`src/rtl/sram_port_master.sv`:
```
// Valid/ready initiator for a single-port OpenRAM-style macro with a 4-entry read response FIFO.
// Optional post-reset zero-fill of the macro is enabled by defining SRAM_MST_INIT_EN.
module sram_port_master #(
    parameter int unsigned DATA_WIDTH = 8,
    parameter int unsigned ADDR_WIDTH = 4
) (
    input  logic                  clk0,
    input  logic                  rst_n,
    input  logic                  req_valid,
    output logic                  req_ready,
    input  logic                  req_we,
    input  logic [ADDR_WIDTH-1:0] req_addr,
    input  logic [DATA_WIDTH-1:0] req_wdata,
    output logic                  rsp_valid,
    input  logic                  rsp_ready,
    output logic [DATA_WIDTH-1:0] rsp_rdata,
    output logic                  init_done,
    output logic                  csb0,
    output logic                  web0,
    output logic [ADDR_WIDTH-1:0] addr0,
    output logic [DATA_WIDTH-1:0] din0,
    input  logic [DATA_WIDTH-1:0] mem_dout
);

    localparam int unsigned FIFO_DEPTH = 4;
    localparam int unsigned PTR_W      = 2;
    localparam int unsigned CNT_W      = 3;
    localparam int unsigned CRED_W     = 4;

    logic                  init_wr;
    logic [ADDR_WIDTH-1:0] init_addr;
    logic                  init_done_next;

`ifdef SRAM_MST_INIT_EN
    localparam int unsigned DEPTH = 1 << ADDR_WIDTH;
    localparam logic [0:0] ST_INIT = 1'b0;
    localparam logic [0:0] ST_RUN  = 1'b1;

    logic [0:0]            state;
    logic [0:0]            state_next;
    logic [ADDR_WIDTH-1:0] init_addr_next;
    logic                  init_done_q;

    always_ff @(posedge clk0 or negedge rst_n) begin
        if (!rst_n) begin
            state       <= ST_INIT;
            init_addr   <= '0;
            init_done_q <= 1'b0;
        end else begin
            state       <= state_next;
            init_addr   <= init_addr_next;
            init_done_q <= init_done_next;
        end
    end

    // Zero-fill walks every address once, then hands the port to the client.
    always_comb begin
        state_next     = state;
        init_addr_next = init_addr;
        init_wr        = 1'b0;
        case (state)
            ST_INIT: begin
                init_wr        = 1'b1;
                init_addr_next = init_addr + ADDR_WIDTH'(1);
                if (init_addr == ADDR_WIDTH'(DEPTH - 1)) begin
                    state_next = ST_RUN;
                end
            end
            ST_RUN:  state_next = ST_RUN;
            default: state_next = ST_INIT;
        endcase
        init_done_next = (state == ST_RUN);
    end

    assign init_done = init_done_q;
`else
    assign init_wr        = 1'b0;
    assign init_addr      = '0;
    assign init_done_next = 1'b1;
    assign init_done      = 1'b1;
`endif

    logic                  s0_rd;
    logic                  s1_rd;
    logic [DATA_WIDTH-1:0] fifo [FIFO_DEPTH];
    logic [PTR_W-1:0]      wr_ptr;
    logic [PTR_W-1:0]      rd_ptr;
    logic [CNT_W-1:0]      count;

    logic                  accept;
    logic                  push;
    logic                  pop;
    logic                  csb0_next;
    logic                  web0_next;
    logic [ADDR_WIDTH-1:0] addr0_next;
    logic [DATA_WIDTH-1:0] din0_next;
    logic                  s0_rd_next;
    logic [CNT_W-1:0]      count_next;
    logic [CRED_W-1:0]     inflight_next;
    logic                  req_ready_next;
    logic                  rsp_valid_next;

    // Credits count every read that will land in the FIFO, so req_ready is precomputed from next state.
    always_comb begin
        accept     = req_valid && req_ready;
        csb0_next  = 1'b1;
        web0_next  = 1'b1;
        addr0_next = addr0;
        din0_next  = din0;
        if (init_wr) begin
            csb0_next  = 1'b0;
            web0_next  = 1'b0;
            addr0_next = init_addr;
            din0_next  = '0;
        end else if (accept) begin
            csb0_next  = 1'b0;
            web0_next  = !req_we;
            addr0_next = req_addr;
            din0_next  = req_wdata;
        end
        s0_rd_next     = accept && !req_we;
        push           = s1_rd;
        pop            = rsp_valid && rsp_ready;
        count_next     = count + CNT_W'(push) - CNT_W'(pop);
        inflight_next  = CRED_W'(s0_rd_next) + CRED_W'(s0_rd) + CRED_W'(count_next);
        req_ready_next = init_done_next && (inflight_next < CRED_W'(FIFO_DEPTH));
        rsp_valid_next = (count_next != '0);
    end

    always_ff @(posedge clk0 or negedge rst_n) begin
        if (!rst_n) begin
            csb0      <= 1'b1;
            web0      <= 1'b1;
            addr0     <= '0;
            din0      <= '0;
            s0_rd     <= 1'b0;
            s1_rd     <= 1'b0;
            wr_ptr    <= '0;
            rd_ptr    <= '0;
            count     <= '0;
            rsp_valid <= 1'b0;
            req_ready <= 1'b0;
            fifo      <= '{default: '0};
        end else begin
            csb0      <= csb0_next;
            web0      <= web0_next;
            addr0     <= addr0_next;
            din0      <= din0_next;
            s0_rd     <= s0_rd_next;
            s1_rd     <= s0_rd;
            count     <= count_next;
            rsp_valid <= rsp_valid_next;
            req_ready <= req_ready_next;
            // mem_dout is only valid up to the macro's hold time, so capture on the edge itself.
            if (push) begin
                fifo[wr_ptr] <= mem_dout;
                wr_ptr       <= wr_ptr + PTR_W'(1);
            end
            if (pop) begin
                rd_ptr <= rd_ptr + PTR_W'(1);
            end
        end
    end

    assign rsp_rdata = fifo[rd_ptr];

endmodule

```
`config.mk`:
```
export PLATFORM = sky130hd
export DESIGN_NAME = sram_port_master
export DESIGN_NICKNAME = d
export VERILOG_FILES = /design/src/rtl/sram_port_master.sv
export SDC_FILE = /design/constraint.sdc
export NUM_CORES = 1
export LEC_CHECK = 0
export ABC_AREA = 1
export CAP_MARGIN = 25
export CORE_ASPECT_RATIO = 1.75
export CORE_MARGIN = 3
export CORE_UTILIZATION = 51
export DETAILED_ROUTE_END_ITERATION = 8
export GPL_ROUTABILITY_DRIVEN = 0
export PLACE_DENSITY = 0.86
export SKIP_CTS_REPAIR_TIMING = 1
export SLEW_MARGIN = 20
export SYNTH_ARGS = -nofsm -noshare
export SYNTH_HDL_FRONTEND = slang
export SYNTH_SLANG_ARGS = --single-unit
```
`constraint.sdc`:
```
create_clock -name clk0 -period 2.3 [get_ports clk0]
set_clock_uncertainty 0.05 [all_clocks]
set_input_delay 0.46 -clock clk0 [delete_from_list [all_inputs] [get_ports clk0]]
set_output_delay 0.46 -clock clk0 [all_outputs]
set_load 0.03 [all_outputs]
```
==> impl_results.md <==
* WS Path Type: reg -> out
* DRT Pass-1 Iters at 7
* NetSw at 2.08 mW
* Via count at 1,988
* Clock latency on the worst-skew pair at 330 ps
* H-tree depth at 3
* Largest cells by area after synthesis: dfrtp_1, nand2_1, o21ai_1
* Syn Inst Count at 273
* Hold Path Class: in -> async
* Vert. Die Dim at 99.7 µm
* Avg WL per Cell at 14.0 µm
* Post-synth EDFFs at 0
* Leak pwr at 1.71 nW
* Area of the mapped netlist at 2560 µm²
* R2r setup slk at 390 ps
* CP endpoint kind: output pin
* Die Area at 5940 µm²
* Synth warnings at 0
* Pwr dens at 1590 nW/µm²
* Post-route DRC at 0
* Critical path arrival at 1590 ps
* Top-count cell post-synth: nand2_1
* Synth unique cells at 21
* Synth Flop Type: dfrtp_1
* Gate power share at 0.451
* Via density at 5.19
* Worst Path Max Fanout at 17
* Number of antenna diodes at 0
* Req. time, crit path at 1790 ps
* Syn nets at 306
* Worst path max stage delay at 450 ps
* Clock group share of total power at 0.204
* Row cnt at 33
* Share of layout cells above drive strength 1 at 0.103
* Tmin final at 2100 ps
* Vias in the first global route at 2,056
* Total power at 5.26 mW
* Pin count of the biggest net entering global routing at 37
* CTS tree: done
* Cts bufs inserted at 9
* Yosys top cell area share at 0.537
* Placed insts at 368
* Slew headroom at 0.665
* Initial core utilization at 0.539
* Antenna Nets Post-Route at 0
* Flops & latches, synth at 57
* Yosys top cell by area: dfrtp_1
* CP cell instances: buf_12 > o21a_1 > o21ai_0 > nand2_1 > dlymetal6s2s_1
* Final wirelength at 5370 µm
* Dpl hpwl at 3680 µm
* Root Driver: clkbuf_8
* Post-synth ARST share at 1.00
* CTS sink cnt at 57
* Die width at 59.6 µm
* Fin Hold WS at 37.9 ps
* Longest Clk Path Bufs at 2
* Gr ovfl total at 0
* Fmax at 477 MHz
* Final Cycle Share at 0.912
* Port-buffer cells at 48
* Switching Share at 0.396
* Avg Inst Size Synth at 9.38 µm²
* Run status: finished, final reports clean
* Power Internal at 3.18 mW
* Clock-pin slew on the worst setup and hold paths at 60 ps
* # nets final at 360
* Initial antenna violation count at 0
* Max Cap Viol at 0
* Post-route insts no fill at 383
* Peak supply drop at 1290 µV
* Endpoints failing hold at 0
* Finished Core Util at 0.697
* Seq/Total Area, Yosys at 0.558
* Total GRT Usage at 0.206
* First-pass GRT wire length at 9230 µm
* I/O pin count at 50
* Core ar. at 4750 µm²
* Setup tns final at 0 ps
* Area Growth Syn to Fin at 29.2%
* Endpoints failing setup at 0
* Slowest stage cell on the critical path: dfrtp_1
* Iter 0 DRT Violations at 71
* Worst Max-Slew Pin Slew at 503 ps
* RSZ-0062 raised after global routing: false
* Fillers at 374
* Final Max Tran Viols at 0
* Part of the power in registers at 0.345
* CP Launch Type: flop
* List of most frequent post-synthesis cells: nand2_1, dfrtp_1, o21ai_1
[cells by family after synthesis]
| logic type | after synthesis | synth area share |
|---|---|---|
| AOI/OAI and AO/OA | 58 | 0.121 |
| xor gates and xnor gates | 2 | 0.00684 |
| adders and majority gates | 8 | 0.0420 |
| buffers and inverters | 33 | 0.0826 |
| DFF | 57 | 0.558 |
| other | 1 | 0.00146 |
| and+or+nand+nor | 114 | 0.188 |
[per-stage QoR]
step	setup WS, ps	area, µm²
after floorplan	350	2560
after global placement	-35.4	3060
after detailed placement	-123	3060
after CTS	-332	3290
after global routing	72.1	3310
final	202	3310
[critical path: cells and delay by family, from the launching register on]
kind            cells  cell delay (ps)
simple gates        1              100
flops               1              450
buf+inv             2              430
compound gates      2              260
[path summary, 6_finish.rpt]
path,from,endpoint,cells past startpoint
max reg2reg,rsp_valid$_DFF_PN0_,rsp_valid$_DFF_PN0_,8
max,rd_ptr[0]$_DFFE_PN0P_,rsp_rdata[6],5
min,rst_n,req_ready$_DFF_PN0_,1
max in group asynchronous,rst_n,rd_ptr[1]$_DFFE_PN0P_,2
min reg2reg,s0_rd$_DFF_PN0_,push$_DFF_PN0_,0
min in group clk0,s0_rd$_DFF_PN0_,push$_DFF_PN0_,0
[power by group through the flow]
stage	combinational, mW	sequential, mW	clock, mW
after floorplan	1.42	1.96	0
after global placement	2.34	1.80	0
after detailed placement	2.41	1.82	0
after CTS	2.43	1.82	1.09
after global routing	2.64	1.87	1.13
final	2.37	1.82	1.07
[state kept, by name, indices dropped and copies added, names as in the netlist]
| signal | flops |
|---|---|
| fifo | 32 |
| din0 | 8 |
| addr0 | 4 |
| count | 3 |
| rd_ptr | 2 |
| wr_ptr | 2 |
| csb0 | 1 |
| push | 1 |
| req_ready | 1 |
| rsp_valid | 1 |
| s0_rd | 1 |
| web0 | 1 |
[placed cells by master, fill, tap and decap left out]
master and instances:
nand2_1 72, dfrtp_1 54, clkdlybuf4s50_1 39, o21ai_1 34
nor2_1 21, inv_1 18, o21ai_0 15, nand3_1 15
clkbuf_8 12, o21a_1 8, dlymetal6s2s_1 8, ha_1 7
buf_4 7, nand2_4 4, nor2_2 2, xor2_1 2
bufinv_16 2, dfstp_2 2, buf_12 2, inv_6 1
a21oi_1 1, fa_1 1, conb_1 1, clkbuf_1 1
buf_2 1, dfrtp_2 1
[cell type report]
| class | count | area [µm²] | share of cell area |
|---|---|---|---|
| Clock inverter | 2 | 60.1 | 0.0181 |
| Sequential cell | 57 | 1430 | 0.432 |
| Clock buffer | 13 | 169 | 0.0510 |
| Multi-Input combinational cell | 183 | 921 | 0.278 |
| Inverter | 19 | 76.3 | 0.0231 |
| Timing Repair Buffer | 57 | 588 | 0.178 |
| Tap cell | 52 | 65.1 | 0.0197 |
[per-layer routing]
layer,part of all wire,vias up,global-route usage
li1,-,980,-
met1,0.37,935,0.224
met2,0.54,61,0.343
met3,0.058,12,0.0714
met4,0.029,0,0.106
met5,0,-,0
Note: power is estimated with default switching activity, not from simulation.
